### config.mk
export PLATFORM = sky130hd
export DESIGN_NAME = fu_wb_arbiter_flat
export DESIGN_NICKNAME = d
export VERILOG_FILES = /design/src/rtl/fu_wb_arbiter_if.sv /design/src/rtl/fu_wb_arbiter.sv /design/src/flat_wrapper.sv
export SDC_FILE = /design/constraint.sdc
export NUM_CORES = 2
export LEC_CHECK = 0
export CORE_MARGIN = 2
export CORE_UTILIZATION = 34
export CTS_CLUSTER_SIZE = 10
export DETAILED_ROUTE_END_ITERATION = 8
export PLACE_DENSITY = 0.69
export SLEW_MARGIN = 20
export SYNTH_ARGS = -nofsm -noshare
export SYNTH_HDL_FRONTEND = slang
export SYNTH_SLANG_ARGS = --single-unit
### constraint.sdc
create_clock -name clk_i -period 12.41 [get_ports clk_i]
set_input_delay 1.8615 -clock clk_i [delete_from_list [all_inputs] [get_ports clk_i]]
set_output_delay 1.8615 -clock clk_i [all_outputs]
set_load 0.005 [all_outputs]
### src/rtl/fu_wb_arbiter_if.sv
// Bundle between the functional units, the writeback arbiter and the scoreboard.
// master = producer/consumer side (FUs + scoreboard), slave = arbiter.
interface fu_wb_arbiter_if #(
  parameter int NrChannels    = 4,
  parameter int NrWbPorts     = 2,
  parameter int XLEN          = 64,
  parameter int TRANS_ID_BITS = 3
);
  logic [NrChannels-1:0]                    valid_i;
  logic [NrChannels-1:0]                    ready_o;
  logic [NrChannels-1:0][XLEN-1:0]          result_i;
  logic [NrChannels-1:0][TRANS_ID_BITS-1:0] trans_id_i;
  logic [NrChannels-1:0]                    ex_valid_i;
  logic [NrChannels-1:0][XLEN-1:0]          ex_cause_i;
  logic [NrWbPorts-1:0]                     wb_valid_o;
  logic [NrWbPorts-1:0][XLEN-1:0]           wb_result_o;
  logic [NrWbPorts-1:0][TRANS_ID_BITS-1:0]  wb_trans_id_o;
  logic [NrWbPorts-1:0]                     wb_ex_valid_o;
  logic [NrWbPorts-1:0][XLEN-1:0]           wb_ex_cause_o;

  modport master (
    output valid_i, result_i, trans_id_i, ex_valid_i, ex_cause_i,
    input  ready_o, wb_valid_o, wb_result_o, wb_trans_id_o, wb_ex_valid_o, wb_ex_cause_o
  );
  modport slave (
    input  valid_i, result_i, trans_id_i, ex_valid_i, ex_cause_i,
    output ready_o, wb_valid_o, wb_result_o, wb_trans_id_o, wb_ex_valid_o, wb_ex_cause_o
  );
endinterface

### src/rtl/fu_wb_arbiter.sv
// Writeback arbiter: per-channel result FIFOs drained round-robin onto NrWbPorts ports.
// Optional same-cycle bypass of empty FIFOs: define ARIANE_WB_ARB_BYPASS_EN.
module fu_wb_fifo #(
  parameter int Depth = 2,
  parameter int W     = 8
) (
  input  logic         gclk,
  input  logic         grst_n,
  input  logic         flush,
  input  logic         push,
  input  logic         pop,
  input  logic [W-1:0] din,
  output logic [W-1:0] dout,
  output logic         empty,
  output logic         ready
);
  localparam int PW = $clog2(Depth);
  localparam int CW = $clog2(Depth + 1);

  logic [Depth-1:0][W-1:0] mem;
  logic [PW-1:0]           rptr, wptr;
  logic [CW-1:0]           cnt;

  // Depth is a power of two, so pointer overflow is the modulo wrap.
  always_ff @(posedge gclk or negedge grst_n) begin
    if (!grst_n) begin
      rptr <= '0;
      wptr <= '0;
      cnt  <= '0;
    end else if (flush) begin
      rptr <= '0;
      wptr <= '0;
      cnt  <= '0;
    end else begin
      if (push) wptr <= wptr + PW'(1);
      if (pop)  rptr <= rptr + PW'(1);
      cnt <= cnt + CW'(push) - CW'(pop);
    end
  end

  always_ff @(posedge gclk) begin
    if (push) mem[wptr] <= din;
  end

  assign dout  = mem[rptr];
  assign empty = (cnt == '0);
  assign ready = (cnt < CW'(Depth));
endmodule

module fu_wb_arbiter #(
  parameter int NrChannels    = 4,
  parameter int NrWbPorts     = 2,
  parameter int Depth         = 2,
  parameter int XLEN          = 64,
  parameter int TRANS_ID_BITS = 3
) (
  input  logic            clk_i,
  input  logic            rst_ni,
  input  logic            flush_i,
  fu_wb_arbiter_if.slave  bus
);
  localparam int CHW = $clog2(NrChannels);

  typedef struct packed {
    logic [XLEN-1:0]          result;
    logic [TRANS_ID_BITS-1:0] trans_id;
    logic                     ex_valid;
    logic [XLEN-1:0]          ex_cause;
  } entry_t;

  entry_t [NrChannels-1:0] in_e, head_e, src_e;
  logic   [NrChannels-1:0] empty, rdy, avail, grant, push, pop;
  logic   [CHW-1:0]        rr_q, rr_d;

  logic [NrWbPorts-1:0][CHW-1:0] port_ch;
  logic [NrWbPorts-1:0]          port_vld;
  int                            n_g, last_g, idx;

  for (genvar c = 0; c < NrChannels; c++) begin : g_ch
    assign in_e[c] = '{result:   bus.result_i[c],   trans_id: bus.trans_id_i[c],
                       ex_valid: bus.ex_valid_i[c], ex_cause: bus.ex_cause_i[c]};
    // A bypassed entry (granted while its FIFO is empty) is never stored.
    assign pop[c]  = grant[c] & ~empty[c];
    assign push[c] = bus.valid_i[c] & rdy[c] & ~flush_i & ~(grant[c] & empty[c]);

    fu_wb_fifo #(.Depth(Depth), .W($bits(entry_t))) u_fifo (
      .gclk  (clk_i),
      .grst_n(rst_ni),
      .flush (flush_i),
      .push  (push[c]),
      .pop   (pop[c]),
      .din   (in_e[c]),
      .dout  (head_e[c]),
      .empty (empty[c]),
      .ready (rdy[c])
    );

`ifdef ARIANE_WB_ARB_BYPASS_EN
    assign avail[c] = ~empty[c] | bus.valid_i[c];
    assign src_e[c] = empty[c] ? in_e[c] : head_e[c];
`else
    assign avail[c] = ~empty[c];
    assign src_e[c] = head_e[c];
`endif
  end

  assign bus.ready_o = rdy;

  // Scan from rr_q, handing ports out in order to the first non-empty channels.
  always_comb begin
    grant    = '0;
    port_ch  = '0;
    port_vld = '0;
    n_g      = 0;
    last_g   = 0;
    idx      = 0;
    if (rst_ni && !flush_i) begin
      for (int p = 0; p < NrChannels; p++) begin
        idx = int'(rr_q) + p;
        if (idx >= NrChannels) idx = idx - NrChannels;
        if (avail[idx] && n_g < NrWbPorts) begin
          grant[idx]    = 1'b1;
          port_ch[n_g]  = CHW'(idx);
          port_vld[n_g] = 1'b1;
          last_g        = idx;
          n_g           = n_g + 1;
        end
      end
    end
    rr_d = (last_g + 1 >= NrChannels) ? '0 : CHW'(last_g + 1);
  end

  always_comb begin
    bus.wb_valid_o    = '0;
    bus.wb_result_o   = '0;
    bus.wb_trans_id_o = '0;
    bus.wb_ex_valid_o = '0;
    bus.wb_ex_cause_o = '0;
    for (int k = 0; k < NrWbPorts; k++) begin
      if (port_vld[k]) begin
        bus.wb_valid_o[k]    = 1'b1;
        bus.wb_result_o[k]   = src_e[port_ch[k]].result;
        bus.wb_trans_id_o[k] = src_e[port_ch[k]].trans_id;
        bus.wb_ex_valid_o[k] = src_e[port_ch[k]].ex_valid;
        bus.wb_ex_cause_o[k] = src_e[port_ch[k]].ex_cause;
      end
    end
  end

  always_ff @(posedge clk_i or negedge rst_ni) begin
    if (!rst_ni)       rr_q <= '0;
    else if (flush_i)  rr_q <= '0;
    else if (|grant)   rr_q <= rr_d;
  end

  // Producers must hold off while ready_o is low; such a push is dropped.
  a_no_push_when_full: assert property (@(posedge clk_i) disable iff (!rst_ni)
    (bus.valid_i & ~rdy) == '0);
endmodule

### src/flat_wrapper.sv
// flat-port wrapper written by rule: the top's interface ports become plain ports
module fu_wb_arbiter_flat 
#(
  parameter int NrChannels    = 4,
  parameter int NrWbPorts     = 2,
  parameter int Depth         = 2,
  parameter int XLEN          = 64,
  parameter int TRANS_ID_BITS = 3
)
  (clk_i, rst_ni, flush_i, bus_valid_i, bus_result_i, bus_trans_id_i, bus_ex_valid_i, bus_ex_cause_i, bus_ready_o, bus_wb_valid_o, bus_wb_result_o, bus_wb_trans_id_o, bus_wb_ex_valid_o, bus_wb_ex_cause_o);
  fu_wb_arbiter_if #(.NrChannels(NrChannels), .NrWbPorts(NrWbPorts), .XLEN(XLEN), .TRANS_ID_BITS(TRANS_ID_BITS)) bus_i ();
  input  logic clk_i;
  input  logic rst_ni;
  input  logic flush_i;
  input wire logic [$bits(bus_i.valid_i)-1:0] bus_valid_i;
  input wire logic [$bits(bus_i.result_i)-1:0] bus_result_i;
  input wire logic [$bits(bus_i.trans_id_i)-1:0] bus_trans_id_i;
  input wire logic [$bits(bus_i.ex_valid_i)-1:0] bus_ex_valid_i;
  input wire logic [$bits(bus_i.ex_cause_i)-1:0] bus_ex_cause_i;
  output wire logic [$bits(bus_i.ready_o)-1:0] bus_ready_o;
  output wire logic [$bits(bus_i.wb_valid_o)-1:0] bus_wb_valid_o;
  output wire logic [$bits(bus_i.wb_result_o)-1:0] bus_wb_result_o;
  output wire logic [$bits(bus_i.wb_trans_id_o)-1:0] bus_wb_trans_id_o;
  output wire logic [$bits(bus_i.wb_ex_valid_o)-1:0] bus_wb_ex_valid_o;
  output wire logic [$bits(bus_i.wb_ex_cause_o)-1:0] bus_wb_ex_cause_o;
  assign bus_i.valid_i = bus_valid_i;
  assign bus_i.result_i = bus_result_i;
  assign bus_i.trans_id_i = bus_trans_id_i;
  assign bus_i.ex_valid_i = bus_ex_valid_i;
  assign bus_i.ex_cause_i = bus_ex_cause_i;
  assign bus_ready_o = bus_i.ready_o;
  assign bus_wb_valid_o = bus_i.wb_valid_o;
  assign bus_wb_result_o = bus_i.wb_result_o;
  assign bus_wb_trans_id_o = bus_i.wb_trans_id_o;
  assign bus_wb_ex_valid_o = bus_i.wb_ex_valid_o;
  assign bus_wb_ex_cause_o = bus_i.wb_ex_cause_o;
  fu_wb_arbiter #(.NrChannels(NrChannels), .NrWbPorts(NrWbPorts), .Depth(Depth), .XLEN(XLEN), .TRANS_ID_BITS(TRANS_ID_BITS)) u_core (.clk_i(clk_i), .rst_ni(rst_ni), .flush_i(flush_i), .bus(bus_i));
endmodule
==> results.cfg <==
[status]
status = completed

[sta]
setup-violations-final = 0
hold_viol = 0
final_max_slew_viol_count = 0
period_minus_slack_ps = 10060
maxSlewHeadroom = 0.151
rsz0062_at_grt = no
worst_pin_slew_ps = 1270
tns_ps = 0
skew_ps = 21.3
fmax_mhz = 99.4
fin_crit_sh = 0.811
whs_ps = 560

[logic_synthesis]
ys_async_sr_fraction = 0.0168
synth.avg_cell_area_sq_um = 14.0
synth_nets = 4043
yosys-top-cells-area = edfxtp_1, mux2i_1, nand2_1, a2111oi_0, and3b_1
synth_seq_cells = 1074
synth_edf_count = 1056
synthCells = 3478
synth.most_common_cell = edfxtp_1
synth_top_cell_by_area = edfxtp_1
synthFlopType = edfxtp_1
syn_area_sq_um = 48600
yosysUniqueCellTypes = 73
yosys.area.top_type_share = 0.652
seq_area_frac_synth = 0.661
synth_common_cells = edfxtp_1, mux2i_1, nand2_1
yosys_warnings = 0

[clock_network]
ctsHoldBuffers = 0
post_cts_resized = 0
htreeDepth = 4
root_buffer = clkbuf_16
clk_pin_slew_ps = 60
postCtsSetupBuffers = 0
clock_sinks = 1074
numCtsBuffers = 132
clkLatencyLatePin_ps = 760
clock_path_buffers = 3
cts_tree = yes

[worst_setup_path]
crit_required_ps = 10550
slowest_stage = dfrtp_1
cp_max_fo = 66
crit_buf_inv = 4
end_kind = primary output
path_cells = inv_2 -> ha_1 -> mux4_2 -> ha_1 -> a211oi_1 -> o21a_1 -> mux2i_4 -> buf_4 -> nand2_8 -> buf_4 -> o22ai_1 -> a31o_1 -> clkdlybuf4s50_1
cp-start-kind = flip-flop
crit_type = reg2out
cp.arrival_ps = 8200
cpLargestDelayFamily = buffers and inverters
critPathMaxStageDelay_ps = 820

[power_and_ir_drop]
leakage_nw = 20.5
power_density_nw_per_um2 = 204
ir_drop_v = 0.000293

[detailed_routing]
wirelength_um = 182000
via_count = 36000
wl_per_cell_um = 29.4
ant_nets = 0
via_per_inst = 5.83
drc = 0
drt_iter0_drc = 4270
dr.pass1.iters = 8

[finish]
syn_to_final_growth_pct = 28.3
fill_cells = 12600
nNetsFinal = 4755
drive_gt1_frac = 0.0808
final_area_sq_um = 62400

[global_route]
grt_pass1_vias = 35000
antenna_found_initial = 55
grt.busiest_layer = met2
grt.total_usage = 0.239
grt_pass1_wl_um = 254000
grtUsageMet3 = 0.0723
use_met1 = 0.300
met2_usage = 0.385
grt_max_degree = 111
grt-ovfl-total = 0

[floorplan]
start_util = 0.343
rows = 138
die_w_um = 382
core_area_sq_um = 142000
die_area_sq_um = 146000
die_h_um = 382
ios = 805

[min_path]
hp-class = reg2reg

[place]
io_buffers = 804
place.gp.congestion = 0.870
placed_area_sq_um = 58500
hpwl_um = 118000

[run]
maxCapViolCount = 0
report_power, final:
part,internal [mW],total [mW],switching [mW]
sequential,4.38,4.48,0.107
combinational,1.68,4.79,3.11
clock,2.02,3.47,1.45
metal layers:
| layer | vias to the layer above | part of all wire |
|---|---|---|
| li1 | 15300 | - |
| met1 | 17700 | 0.37 |
| met2 | 2453 | 0.47 |
| met3 | 481 | 0.12 |
| met4 | 38 | 0.037 |
| met5 | - | 0.0014 |
cells by family (layout without fill, tap and decap cells):
family,Yosys count,count (layout),synth area share
AO/OA/AOI/OAI,621,621,0.0987
XOR/XNOR,13,13,0.00234
adder cells (fa/ha/maj),30,30,0.00772
buffers and inverters,332,1097,0.0297
flip-flops,1074,1074,0.661
multiplexers,408,408,0.0854
other,0,43,0
AND/OR/NAND/NOR,1000,1000,0.115
cells in the final DEF, fill, tap and decap left out, drive strengths merged, types with 119 or more instances in the layout:
| cell type | instances |
|---|---|
| nor2 | 156 |
| nor2b | 138 |
| nand2 | 296 |
| mux2i | 387 |
| a211oi | 134 |
| edfxtp | 1056 |
| clkbuf | 159 |
| o22ai | 119 |
| a2111oi | 119 |
| clkdlybuf4s50 | 804 |
| a31o | 134 |
final timing paths:
check / start / to / depth (start not counted) / slack [ps]
setup / recovery: u_core.rr_q[0] / bus_wb_trans_id_o[0] / 13 / 2350
hold / removal: u_core.g_ch[3].u_fifo.wptr / u_core.g_ch[3].u_fifo.wptr / 1 / 560
setup reg to reg: u_core.rr_q[0] / u_core.rr_q[0] / 16 / 5860
hold reg to reg: u_core.g_ch[3].u_fifo.wptr / u_core.g_ch[3].u_fifo.wptr / 1 / 560
max in group asynchronous: rst_ni / u_core.g_ch[2].u_fifo.rptr / 2 / 10670
min in group asynchronous: rst_ni / u_core.rr_q[1] / 2 / 1480
sequential cells by signal, indices dropped and copies added, names as in the netlist:
register and flops:
u_core.rr_q 2, u_core.g_ch.u_fifo.wptr 4, u_core.g_ch.u_fifo.cnt 8, u_core.g_ch.u_fifo.mem 1056, u_core.g_ch.u_fifo.rptr 4
worst reg2reg max path: stages, from the launching register on:
cell and delay, ps:
dfrtp_1 820, inv_2 280, ha_1 650, mux4_2 730, ha_1 450, nor2_1 780
nand2_1 260, o22a_1 270, o22ai_1 510, ha_1 280, ha_1 140, inv_1 70
ha_1 270, and4b_1 220, a41oi_1 300, nor3_1 100, mux2_2 300
stage by stage:
step                power (mW)  utilization  setup slack (ps)  instances
floorplan                 6.94            -              3250       3478
global placement          9.24        0.413              3410       5946
detailed placement        9.28        0.413              3350       5946
CTS                       12.8        0.439              2500       6133
global route              13.2        0.440              2050       6162
finish                    12.7        0.440              2350       6176
layout make-up:
type / count / area (sq um) / share of cell area
sequential: 1074 / 32200 / 0.516
antenna: 43 / 108 / 0.00172
inverter: 32 / 121 / 0.00195
timing repair buffer: 878 / 8670 / 0.139
multi-input combinational: 2072 / 15200 / 0.243
tap: 1890 / 2360 / 0.0379
clock buffer: 159 / 3500 / 0.0561
clock inverter: 28 / 262 / 0.00419
No activity file was read; power rests on OpenSTA's default activity.
